## config.mk

```make
export PLATFORM = sky130hd
export DESIGN_NAME = disp_decoder
export DESIGN_NICKNAME = d
export VERILOG_FILES = /design/src/rtl/disp_pkg.sv /design/src/rtl/disp_seg_lookup.sv /design/src/rtl/disp_decoder.sv
export SDC_FILE = /design/constraint.sdc
export NUM_CORES = 1
export LEC_CHECK = 0
export CORE_MARGIN = 4
export CORE_UTILIZATION = 53
export CTS_CLUSTER_SIZE = 28
export DETAILED_ROUTE_END_ITERATION = 6
export PLACE_DENSITY = 0.76
export SLEW_MARGIN = 0
export SYNTH_ARGS = -nofsm -noshare
export SYNTH_HDL_FRONTEND = slang
export SYNTH_HIERARCHICAL = 1
export SYNTH_SLANG_ARGS = --single-unit
```

## constraint.sdc

```tcl
create_clock -name clk -period 2.7 [get_ports clk]
set_input_delay 0.81 -clock clk [delete_from_list [all_inputs] [get_ports clk]]
set_output_delay 0.81 -clock clk [all_outputs]
set_load 0.02 [all_outputs]
```

## src/rtl/disp_pkg.sv

```systemverilog
// Shared note-display definitions: segment patterns, note codes and decoder states.
// The display encoder uses the same table, so both ends of the bus stay in step.
package disp_pkg;

  localparam logic [6:0] SEG_C     = 7'h4E;
  localparam logic [6:0] SEG_D     = 7'h3D;
  localparam logic [6:0] SEG_E     = 7'h4F;
  localparam logic [6:0] SEG_F     = 7'h47;
  localparam logic [6:0] SEG_G     = 7'h5E;
  localparam logic [6:0] SEG_A     = 7'h77;
  localparam logic [6:0] SEG_B     = 7'h1F;
  localparam logic [6:0] SEG_REST  = 7'h01;
  localparam logic [6:0] SEG_BLANK = 7'h00;

  localparam logic [2:0] NOTA_C    = 3'd0;
  localparam logic [2:0] NOTA_D    = 3'd1;
  localparam logic [2:0] NOTA_E    = 3'd2;
  localparam logic [2:0] NOTA_F    = 3'd3;
  localparam logic [2:0] NOTA_G    = 3'd4;
  localparam logic [2:0] NOTA_A    = 3'd5;
  localparam logic [2:0] NOTA_B    = 3'd6;
  localparam logic [2:0] NOTA_REST = 3'd7;

  typedef enum logic [1:0] {
    IDLE   = 2'd0,
    SETTLE = 2'd1,
    HOLD   = 2'd2
  } disp_state_e;

endpackage

```

## src/rtl/disp_seg_lookup.sv

```systemverilog
// Combinational map from a 7-segment pattern to its note code.
// Blank and every pattern outside the table are reported as not legal.
module disp_seg_lookup
  import disp_pkg::*;
(
  input  logic [6:0] seg_i,
  output logic       legal_o,
  output logic [2:0] nota_o
);

  always_comb begin
    legal_o = 1'b1;
    nota_o  = NOTA_C;
    case (seg_i)
      SEG_C:    nota_o = NOTA_C;
      SEG_D:    nota_o = NOTA_D;
      SEG_E:    nota_o = NOTA_E;
      SEG_F:    nota_o = NOTA_F;
      SEG_G:    nota_o = NOTA_G;
      SEG_A:    nota_o = NOTA_A;
      SEG_B:    nota_o = NOTA_B;
      SEG_REST: nota_o = NOTA_REST;
      default:  legal_o = 1'b0;
    endcase
  end

endmodule

```

## src/rtl/disp_decoder.sv

```systemverilog
// Receiving end of the note-display bus: debounces the segment pattern, decodes it,
// counts illegal patterns and offers notes downstream through a one-entry buffer.
module disp_decoder
  import disp_pkg::*;
#(
  parameter int unsigned STABLE_CYCLES = 4,
  parameter int unsigned ERR_CNT_W     = 8
) (
  input  logic                 clk,
  input  logic                 rst,
  input  logic [6:0]           seg_in,
  input  logic                 tom_in,
  output logic                 note_valid,
  input  logic                 note_ready,
  output logic [2:0]           nota,
  output logic                 tom,
  output logic                 err_pulse,
  output logic [ERR_CNT_W-1:0] err_count,
  output logic                 overrun
);

  localparam logic [7:0] CNT_MAX = 8'(STABLE_CYCLES - 1);

  disp_state_e          state_q;
  logic [7:0]           sample_d, sample_q;
  logic [7:0]           cnt_q;
  logic                 note_valid_q, tom_q, err_pulse_q, overrun_q;
  logic [2:0]           nota_q;
  logic [ERR_CNT_W-1:0] err_count_q;

  logic       changed, incoming_blank, classify, drain, legal;
  logic [2:0] lookup_nota;

  assign sample_d       = {tom_in, seg_in};
  assign changed        = (sample_d != sample_q);
  assign incoming_blank = (seg_in == SEG_BLANK);
  assign classify       = (state_q == SETTLE) && (cnt_q == CNT_MAX);
  assign drain          = note_valid_q && note_ready;

  disp_seg_lookup u_lookup (
    .seg_i   (sample_q[6:0]),
    .legal_o (legal),
    .nota_o  (lookup_nota)
  );

  // A change seen on the sampling edge restarts the count in the same edge the
  // register takes the new value, so an event lands STABLE_CYCLES edges later.
  always_ff @(posedge clk or posedge rst) begin
    if (rst) begin
      state_q      <= IDLE;
      sample_q     <= '0;
      cnt_q        <= '0;
      note_valid_q <= 1'b0;
      nota_q       <= '0;
      tom_q        <= 1'b0;
      err_pulse_q  <= 1'b0;
      err_count_q  <= '0;
      overrun_q    <= 1'b0;
    end else begin
      sample_q    <= sample_d;
      err_pulse_q <= 1'b0;
      if (changed) begin
        cnt_q <= '0;
      end else if (cnt_q != CNT_MAX) begin
        cnt_q <= cnt_q + 8'd1;
      end
      if (drain) begin
        note_valid_q <= 1'b0;
      end
      case (state_q)
        IDLE: begin
          if (!incoming_blank) begin
            state_q <= SETTLE;
          end
        end
        SETTLE: begin
          if (classify) begin
            if (legal) begin
              if (!note_valid_q || drain) begin
                note_valid_q <= 1'b1;
                nota_q       <= lookup_nota;
                tom_q        <= sample_q[7];
              end else begin
                overrun_q <= 1'b1;
              end
            end else begin
              err_pulse_q <= 1'b1;
              if (err_count_q != '1) begin
                err_count_q <= err_count_q + ERR_CNT_W'(1);
              end
            end
            if (!changed) begin
              state_q <= HOLD;
            end else if (incoming_blank) begin
              state_q <= IDLE;
            end
          end else if (changed && incoming_blank) begin
            state_q <= IDLE;
          end
        end
        HOLD: begin
          if (changed) begin
            state_q <= incoming_blank ? IDLE : SETTLE;
          end
        end
        default: state_q <= IDLE;
      endcase
    end
  end

  assign note_valid = note_valid_q;
  assign nota       = nota_q;
  assign tom        = tom_q;
  assign err_pulse  = err_pulse_q;
  assign err_count  = err_count_q;
  assign overrun    = overrun_q;

endmodule

```

==> flow_summary.yaml, run 1 <==
run_status:
  outcome: "completed"
timing:
  period_share: 0.898
  final-max-slew-violation-count: 0
  slew_headroom: 0.658
  rsz0062_at_grt: "no"
  fin_tns_setup_ps: 0
  setup_viol: 0
  fin_skew_ps: 12.9
  final-hold-violation-count: 0
  fin_crit_ps: 2420
  worst_pin_slew_ps: 510
  fmax_mhz: 412
grt:
  first_global_vias: 1303
  track_usage: 0.176
  grt_overflow: 0
  grt_pass1_wl_microns: 5550
  grt_max_degree: 34
  antenna_found_initial: 0
logic_synthesis:
  synth_compound_area_frac: 0.0721
  synth_mux_area_frac: 0.0428
  ys_types: 39
  mappedNetlistNets: 158
  syn_area_sq_um: 1670
  syn_area_per_cell_sq_um: 11.5
  synth-simple-area-share: 0.248
  synth_largest_area_cell: "dfrtp_1"
  yosysSeqAreaShare: 0.495
  synth.yosys.warnings: 6
  synth_top_area_share: 0.495
  ys_seq_elements: 33
  postSynthCellCount: 145
  synth_top_family_by_area: "simple AND/OR/NAND/NOR gates"
  synthAdderAreaFrac: 0.0150
  synth_xor_area_frac: 0.116
  synth.area.top_cells: "dfrtp_1 50%, xor2_1 8.9%, mux2_4 3.6%, nand3_1 3.0%, nor3_2 3.0%"
drt:
  drcViolationCount: 0
  first_pass_iters: 4
  num_vias: 1231
  ant_nets: 0
  dr.first_iter.drc_count: 55
  viasPerCell: 5.47
  drt_wl_total_microns: 3080
  wl_per_cell_microns: 13.7
layout:
  fin_area_sq_um: 2050
  drive_gt1_frac: 0.166
  diodes: 0
  synthToLayoutAreaGrowth_pct: 23.0
  nNetsFinal: 193
floorplanning:
  io_pins: 26
  die_w_microns: 64.1
  fp.dieH_microns: 64.1
  num_rows: 20
  start_util: 0.550
  dieArea_sq_um: 4110
  core_area_sq_um: 3030
clock_network:
  cts_tree: "done"
  ctsLongestPathBuffers: 2
  cts_resized: 0
  post_cts_buffers: 0
  clk_latency_ps: 340
  cts_made_buffers: 5
  htreeDepth: 2
  cts-root-buf: "clkbuf_4"
  postCtsHoldBufs: 0
  clk_pin_slew_ps: 100
  clock_sinks: 33
critical_path:
  critPathKind: "register to register"
  critPathLaunch: "sample_q[4]"
  cp.buffers_inverters: 0
  end_kind: "register"
  cp_data_required_time_ps: 2920
  rr_worst_depth: 7
  critPathLaunchType: "register"
  crit_slowest_cell: "dfrtp_1"
  cp.depth: 7
  path_delay_family: "simple AND/OR/NAND/NOR gates"
  crit_chain: "or3_1, or4_4, o311ai_2, a311o_1, nand4_2, nor2b_4, mux2_4"
  crit_fanout: 7
  endpoint: "nota[1]"
  cp_slowest_stage_delay_ps: 470
  r2r_slack_ps: 280
  rr_startpoint: "sample_q[4]"
  arrival_ps: 2650
  r2r_end: "nota[1]"
power:
  p_sw_frac: 0.244
  p_leak_nw: 0.860
  power_frac_clock: 0.314
  combPwrFrac: 0.069
  ir_drop_v: 0.000272
  p_int_uw: 629
  power.switching_uw: 203
  pwr-share-seq: 0.617
  powerDensity_nw_per_um2: 406
placed_design:
  port_buffers: 25
  post-dp-hpwl_microns: 2300
  gp_congestion: 0.827
  placed_area_sq_um: 2000
job:
  maxCapViolations: 0
hold_path:
  hp-class: "register to register"
## kinds of logic after synthesis
| family | after synthesis |
|---|---|
| AND/OR/NAND/NOR | 64 |
| XOR/XNOR | 22 |
| multiplexers | 5 |
| flip-flops | 33 |
| adder cells (fa/ha/maj) | 2 |
| AO/OA/AOI/OAI | 14 |
| buffers and inverters | 5 |
## through the flow
stage	hold WS, ps	utilization	total power [mW]	setup WS [ps]	instances
after global routing	510	0.677	0.877	33.6	225
after detailed placement	468	0.660	0.580	243	217
after CTS	493	0.677	0.844	262	225
after floorplan	502	-	0.550	419	145
final	484	0.677	0.831	275	225
after global placement	468	0.660	0.578	311	217
## metal layers
layer | share of wire | GRT usage
met4 | 0.021 | 0.0916
met2 | 0.48 | 0.295
met5 | 0 | 0
met1 | 0.44 | 0.201
met3 | 0.052 | 0.0527
## worst min path at each step
stage,cells past startpoint,to,start
after floorplan,1,tom,sample_q[7]
after global placement,1,overrun,overrun
after detailed placement,1,overrun,overrun
after CTS,1,overrun,overrun
after global routing,1,overrun,overrun
final,1,overrun,overrun
## sequential cells by signal, indices dropped and copies added (netlist names)
register,flops
sample_q,8
nota,3
cnt_q,8
tom,1
state_q,2
note_valid,1
overrun,1
err_count,8
err_pulse,1
## Yosys cell counts
cell       count
a21oi_1        4
a221oi_1       1
a311o_1        1
and3_1         1
and3_2         2
clkbuf_1       1
dfrtp_1       33
ha_1           2
inv_1          4
mux2_2         1
mux2_4         4
nand2_1        9
nand2b_1       3
nand3_1       10
nand3b_1       3
nand4_1        4
nand4_2        1
nand4b_1       1
nor2_1         9
nor2b_1        2
nor2b_4        1
nor3_1         1
nor3_2         5
nor3b_1        1
nor4_1         3
nor4b_4        1
o2111ai_4      1
o21ai_0        2
o21bai_1       1
o22ai_1        2
o2bb2ai_1      1
o311ai_2       1
or2b_1         2
or3_1          2
or3b_2         1
or4_1          1
or4_4          1
xnor2_1        5
xor2_1        17
## layout make-up
type	count	area (sq um)
flip-flops and latches	33	826
fillers	227	978
clock inverters	2	10.0
inverters	4	15.0
multi-input cells	107	822
well taps	44	55.1
clock buffers	6	41.3
repair buffers	29	280
## power groups by stage
stage / clock network [mW] / logic [mW] / registers (mW)
floorplan: 0 / 0.0315 / 0.518
global placement: 0 / 0.0559 / 0.522
detailed placement: 0 / 0.0578 / 0.523
CTS: 0.273 / 0.0580 / 0.513
global route: 0.299 / 0.0632 / 0.515
finish: 0.261 / 0.0570 / 0.513
## cell usage in the layout (no fill, tap or decap), types with 2 or more instances in the layout
master	count
ha_1	2
or3_1	2
nor2_1	9
buf_4	4
mux2_4	4
xor2_1	17
inv_1	4
o22ai_1	2
clkbuf_4	5
nand2b_1	3
clkdlybuf4s50_1	25
xnor2_1	5
nand3b_1	3
a21oi_1	4
or2b_1	2
nand2_1	9
nand4_1	4
dfrtp_1	33
and3_2	2
clkinv_2	2
o21ai_0	2
nor2b_1	2
nand3_1	10
nor4_1	3
nor3_2	5
Note: power is estimated with default switching activity, not from simulation.
==> run 2: changes to the inputs <==
--- a/config.mk
+++ b/config.mk
@@ -15,3 +15,4 @@
 export SYNTH_HDL_FRONTEND = slang
 export SYNTH_HIERARCHICAL = 1
 export SYNTH_SLANG_ARGS = --single-unit
+export TNS_END_PERCENT = 50
==> results of run 2 <==
The final DEF is identical to that of run 1; final timing and power are the same.
==> run 3: changes to the inputs <==
--- a/config.mk
+++ b/config.mk
@@ -5,12 +5,13 @@
 export SDC_FILE = /design/constraint.sdc
 export NUM_CORES = 1
 export LEC_CHECK = 0
+export ABC_AREA = 0
 export CORE_MARGIN = 4
 export CORE_UTILIZATION = 53
 export CTS_CLUSTER_SIZE = 28
 export DETAILED_ROUTE_END_ITERATION = 6
 export PLACE_DENSITY = 0.76
-export SLEW_MARGIN = 0
+export SLEW_MARGIN = 30
 export SYNTH_ARGS = -nofsm -noshare
 export SYNTH_HDL_FRONTEND = slang
 export SYNTH_HIERARCHICAL = 1
==> results of run 3 <==
The final DEF is identical to that of run 1; final timing and power are the same.
==> variant 1 (settings of run 1) <==
Change the parameter `ERR_CNT_W` from 8 to 12.
--- a/src/rtl/disp_decoder.sv
+++ b/src/rtl/disp_decoder.sv
@@ -6,3 +6,3 @@
   parameter int unsigned STABLE_CYCLES = 4,
-  parameter int unsigned ERR_CNT_W     = 8
+  parameter int unsigned ERR_CNT_W     = 12
 ) (
Interface: changed (resized err_count); port bits go from 26 to 30. The function was not compared with the original's and may differ.
==> variant 1 against run 1 <==
Area after synthesis is 12% higher; count of clock-buffer cells in the layout did not move; routed wire length grew 21%; sequential cell count is 4 higher; sequential share of layout area shrank 0.77 points; critical path depth rose by 2; maximum frequency shrank 3.2%; total power is 26% higher; setup slack got worse by 80 ps; worst hold slack better by 4.0 ps; cell area increased by 14%.
==> variant 1: results (changes against run 1) <==
Post-Syn Instances: 168 (+16%)
Worst Skew: 26.5 ps (+13.6 ps)
First-pass GRT wire length: 6260 um (+13%)
Net count, final: 222 (+15%)
Outcome: completed
Drt wl/cell: 14.5 um (+6.0%)
Clock transition at path regs: 120 ps (+20 ps)
Placed Area: 2250 um^2 (+13%)
Clk_lat worst skew: 360 ps (+20 ps)
Worst path arrival time: 2750 ps (+100 ps)
Via density per instance: 5.46 (-0.11%)
CP max stage delay: 500 ps (+30 ps)
Fillers: 288 (+27%)
Syn_nets: 181 (+15%)
Max_slew headroom: 57.0% (-8.8 points)
RD Place Congestion: 0.820 (-0.82%)
Share of cells above drive strength 1: 16.2% (-0.38 points)
Total GRT Usage: 18.6% (+0.98 points)
Post-DP HPWL: 2780 um (+21%)
Dpl ws: 176 ps (-66.9 ps)
Vias in the first global route: 1,396 (+7.1%)
Synth cell count leaders: dfrtp_1, xor2_1, nor2_1
Critical-path maximum fanout: 9 (+2)
Max VDD drop: 0.000272 V (about the same)
Lkg Pwr: 0.985 nW (+15%)
variant 1: changes by cell type in the layout (fill, tap and decap cells not counted), moves of 3 or more:
cell             before  now
nor3_2                5    2
nand4_1               4    9
mux2_4                4    0
mux2_2                1    7
dfrtp_1              33   36
nor3_1                1    9
nand2b_1              3    6
clkdlybuf4s50_1      25   29
variant 1: area by class of cell:
| cell class | count | area (um^2) | area share (%) |
|---|---|---|---|
| Clock buffer | 6 | 51.3 | 2.19 |
| Clock inverter | 2 | 37.5 | 1.60 |
| Inverter | 3 | 11.3 | 0.480 |
| Multi-Input combinational cell | 127 | 926 | 39.5 |
| Sequential cell | 37 | 927 | 39.5 |
| Tap cell | 46 | 57.6 | 2.45 |
| Timing Repair Buffer | 35 | 335 | 14.3 |
variant 1: logic make-up (layout without fill, tap and decap cells):
logic type               count (synthesis)  after routing  share of synthesized area (%)
AND/OR/NAND/NOR                         81             81                           27.6
flip-flops                              37             37                           49.7
XOR/XNOR                                24             24                           11.3
AO/OA/AOI/OAI                           13             13                           5.10
multiplexers                             7              7                           4.23
buffers and inverters                    4             46                          0.805
adder cells (fa/ha/maj)                  2              2                           1.34
variant 1: report_power, final:
group / switching [mW] / internal (mW)
registers: 0.0127 / 0.560
logic: 0.0316 / 0.0300
clock network: 0.191 / 0.220
total: 0.236 / 0.810
variant 1: worst paths after layout:
path,startpoint,endpoint,slack [ps]
worst max register to register,sample_q[1],err_count[11],200
worst max-delay path,sample_q[1],err_count[11],200
min in group asynchronous,rst,err_count[2],850
worst min register to register,overrun,overrun,490
max in group asynchronous,rst,sample_q[6],1500
worst min-delay path,overrun,overrun,490
variant 1: per-layer routing:
layer	up-vias	track usage [%]	part of all wire [%]
li1	694	-	-
met1	668	23.2	47
met2	29	30.7	48
met3	8	4.16	3.4
met4	0	8.61	1.9
met5	-	0	0
==> variant 2 (settings of run 1) <==
Without the edit above. The 3 states of `disp_state_e` get a one-hot encoding in 3 bits.
--- a/src/rtl/disp_pkg.sv
+++ b/src/rtl/disp_pkg.sv
@@ -23,6 +23,6 @@
 
-  typedef enum logic [1:0] {
-    IDLE   = 2'd0,
-    SETTLE = 2'd1,
-    HOLD   = 2'd2
+  typedef enum logic [2:0] {
+    IDLE   = 3'b001,
+    SETTLE = 3'b010,
+    HOLD   = 3'b100
   } disp_state_e;
Check against the original RTL: same outputs for any inputs over 10 cycles, from zero or initial values and one cycle with rst high; not proved beyond that.
==> variant 2 against run 1 <==
Cell area up 0.73%; sequential share of layout area is 1.0 points higher; sequential cell count is 1 higher; die area up 0.66%; count of clock-buffer cells in the layout up 1; routed wire length rose by 9.5%; setup slack worse by 59 ps; area after synthesis up 0.75%; first-iteration DRC count fell by 27%; critical endpoint is now err_count[7].
Power is not compared: it rests on default switching activity, and its combinational part moved more than twofold at a synthesized area within 25%.
==> variant 2: results (changes against run 1) <==
Dpl ws: 171 ps (-71.8 ps)
Post-synth cell types: 41 (+5.1%)
Largest net degree at the start of global routing: 35 (+2.9%)
Top post-synthesis cells by area: dfrtp_1, xor2_1, xnor2_1
Fillers: 262 (+15%)
Post-synth ARST share: 100% (unchanged)
Seq/Total Area, Yosys: 50.7% (+1.2 points)
Vias in the first global route: 1,305 (+0.15%)
RD Place Congestion: 0.806 (-2.6%)
Outcome: completed
Sw frac: 24.8%
Met1 WL: 1450 um (+6.1%)
Placed Cells: 225 (+3.7%)
Synth cell count leaders: dfrtp_1, nor2_1, nand2_1, xor2_1
Net count, final: 201 (+4.1%)
Final wirelength: 3370 um (+9.5%)
Critical-path maximum fanout: 8 (+1)
Post-DP HPWL: 2500 um (+8.7%)
Lkg Pwr: 0.850 nW
Clk sinks: 34 (+3.0%)
Share of cells above drive strength 1: 10.6% (-6.0 points)
Area delta synth->final: 23.0% (about the same)
Clock buf count: 7 (+1)
CP max stage delay: 500 ps (+30 ps)
Placed Area: 1990 um^2 (-0.50%)
First-pass GRT wire length: 6020 um (+8.3%)
Final hold slack: 493 ps (+9.23 ps)
Met2 wire length: 1700 um (+15%)
Bufs w/o clock: 27 (-6.9%)
Worst Skew: 13.9 ps (+0.935 ps)
Seq/total area: 41.3% (+1.0 points)
Multi-Input Combinational: 117 (+9.3%)
Non-clk invs: 3 (-1)
Multi-input combinational cell area: 805 um^2 (-2.1%)
Final clock-cell share: 3.64% (+1.1 points)
Drt wl/cell: 14.5 um (+5.7%)
R2R Setup Slk: 220 ps (-60 ps)
DR iter-0 viols: 40 (-27%)
Syn avg cell area: 10.8 um^2 (-6.4%)
Signal buf overhead: 12.8% (-0.83 points)
Total GRT Usage: 18.9% (+1.3 points)
Via density per instance: 5.46 (-0.22%)
Max_slew headroom: 65.4% (-0.48 points)
FF/Latch Area: 853 um^2 (+3.3%)
Met3 WL: 173 um (+7.5%)
Worst path arrival time: 2710 ps (+60 ps)
[variant 2: cell types whose count changed after synthesis, moves of 2 or more]
cell            run 1  this run
and3_2              2         0
mux2_1              0         4
mux2_4              4         0
nand2_1             9        12
nor2_1              9        16
nor3_1              1         4
nor3_2              5         1
xnor2_1             5        10
xor2_1             17        12
[variant 2: per-layer routing]
layer  up-vias  global-route usage, %
met5         -                      0
met4         0                   6.07
met2        30                   32.5
li1        616                      -
met1       620                   22.0
met3         6                   6.68
[variant 2: cells by family after synthesis]
group	synth area share (%)
AOI/OAI and AO/OA	7.30
xor gates and xnor gates	11.5
adders and majority gates	1.49
buffers and inverters	1.34
DFF	50.7
muxes	3.35
and+or+nand+nor	24.3
[variant 2: worst paths after layout]
check | from | end | depth (start not counted)
max reg2reg | sample_q[5] | err_count[7] | 8
max | sample_q[5] | err_count[7] | 8
min | nota[0] | nota[0] | 1
min reg2reg | nota[0] | nota[0] | 1
min in group asynchronous | rst | err_count[6] | 3
max in group asynchronous | rst | state_q[0] | 3
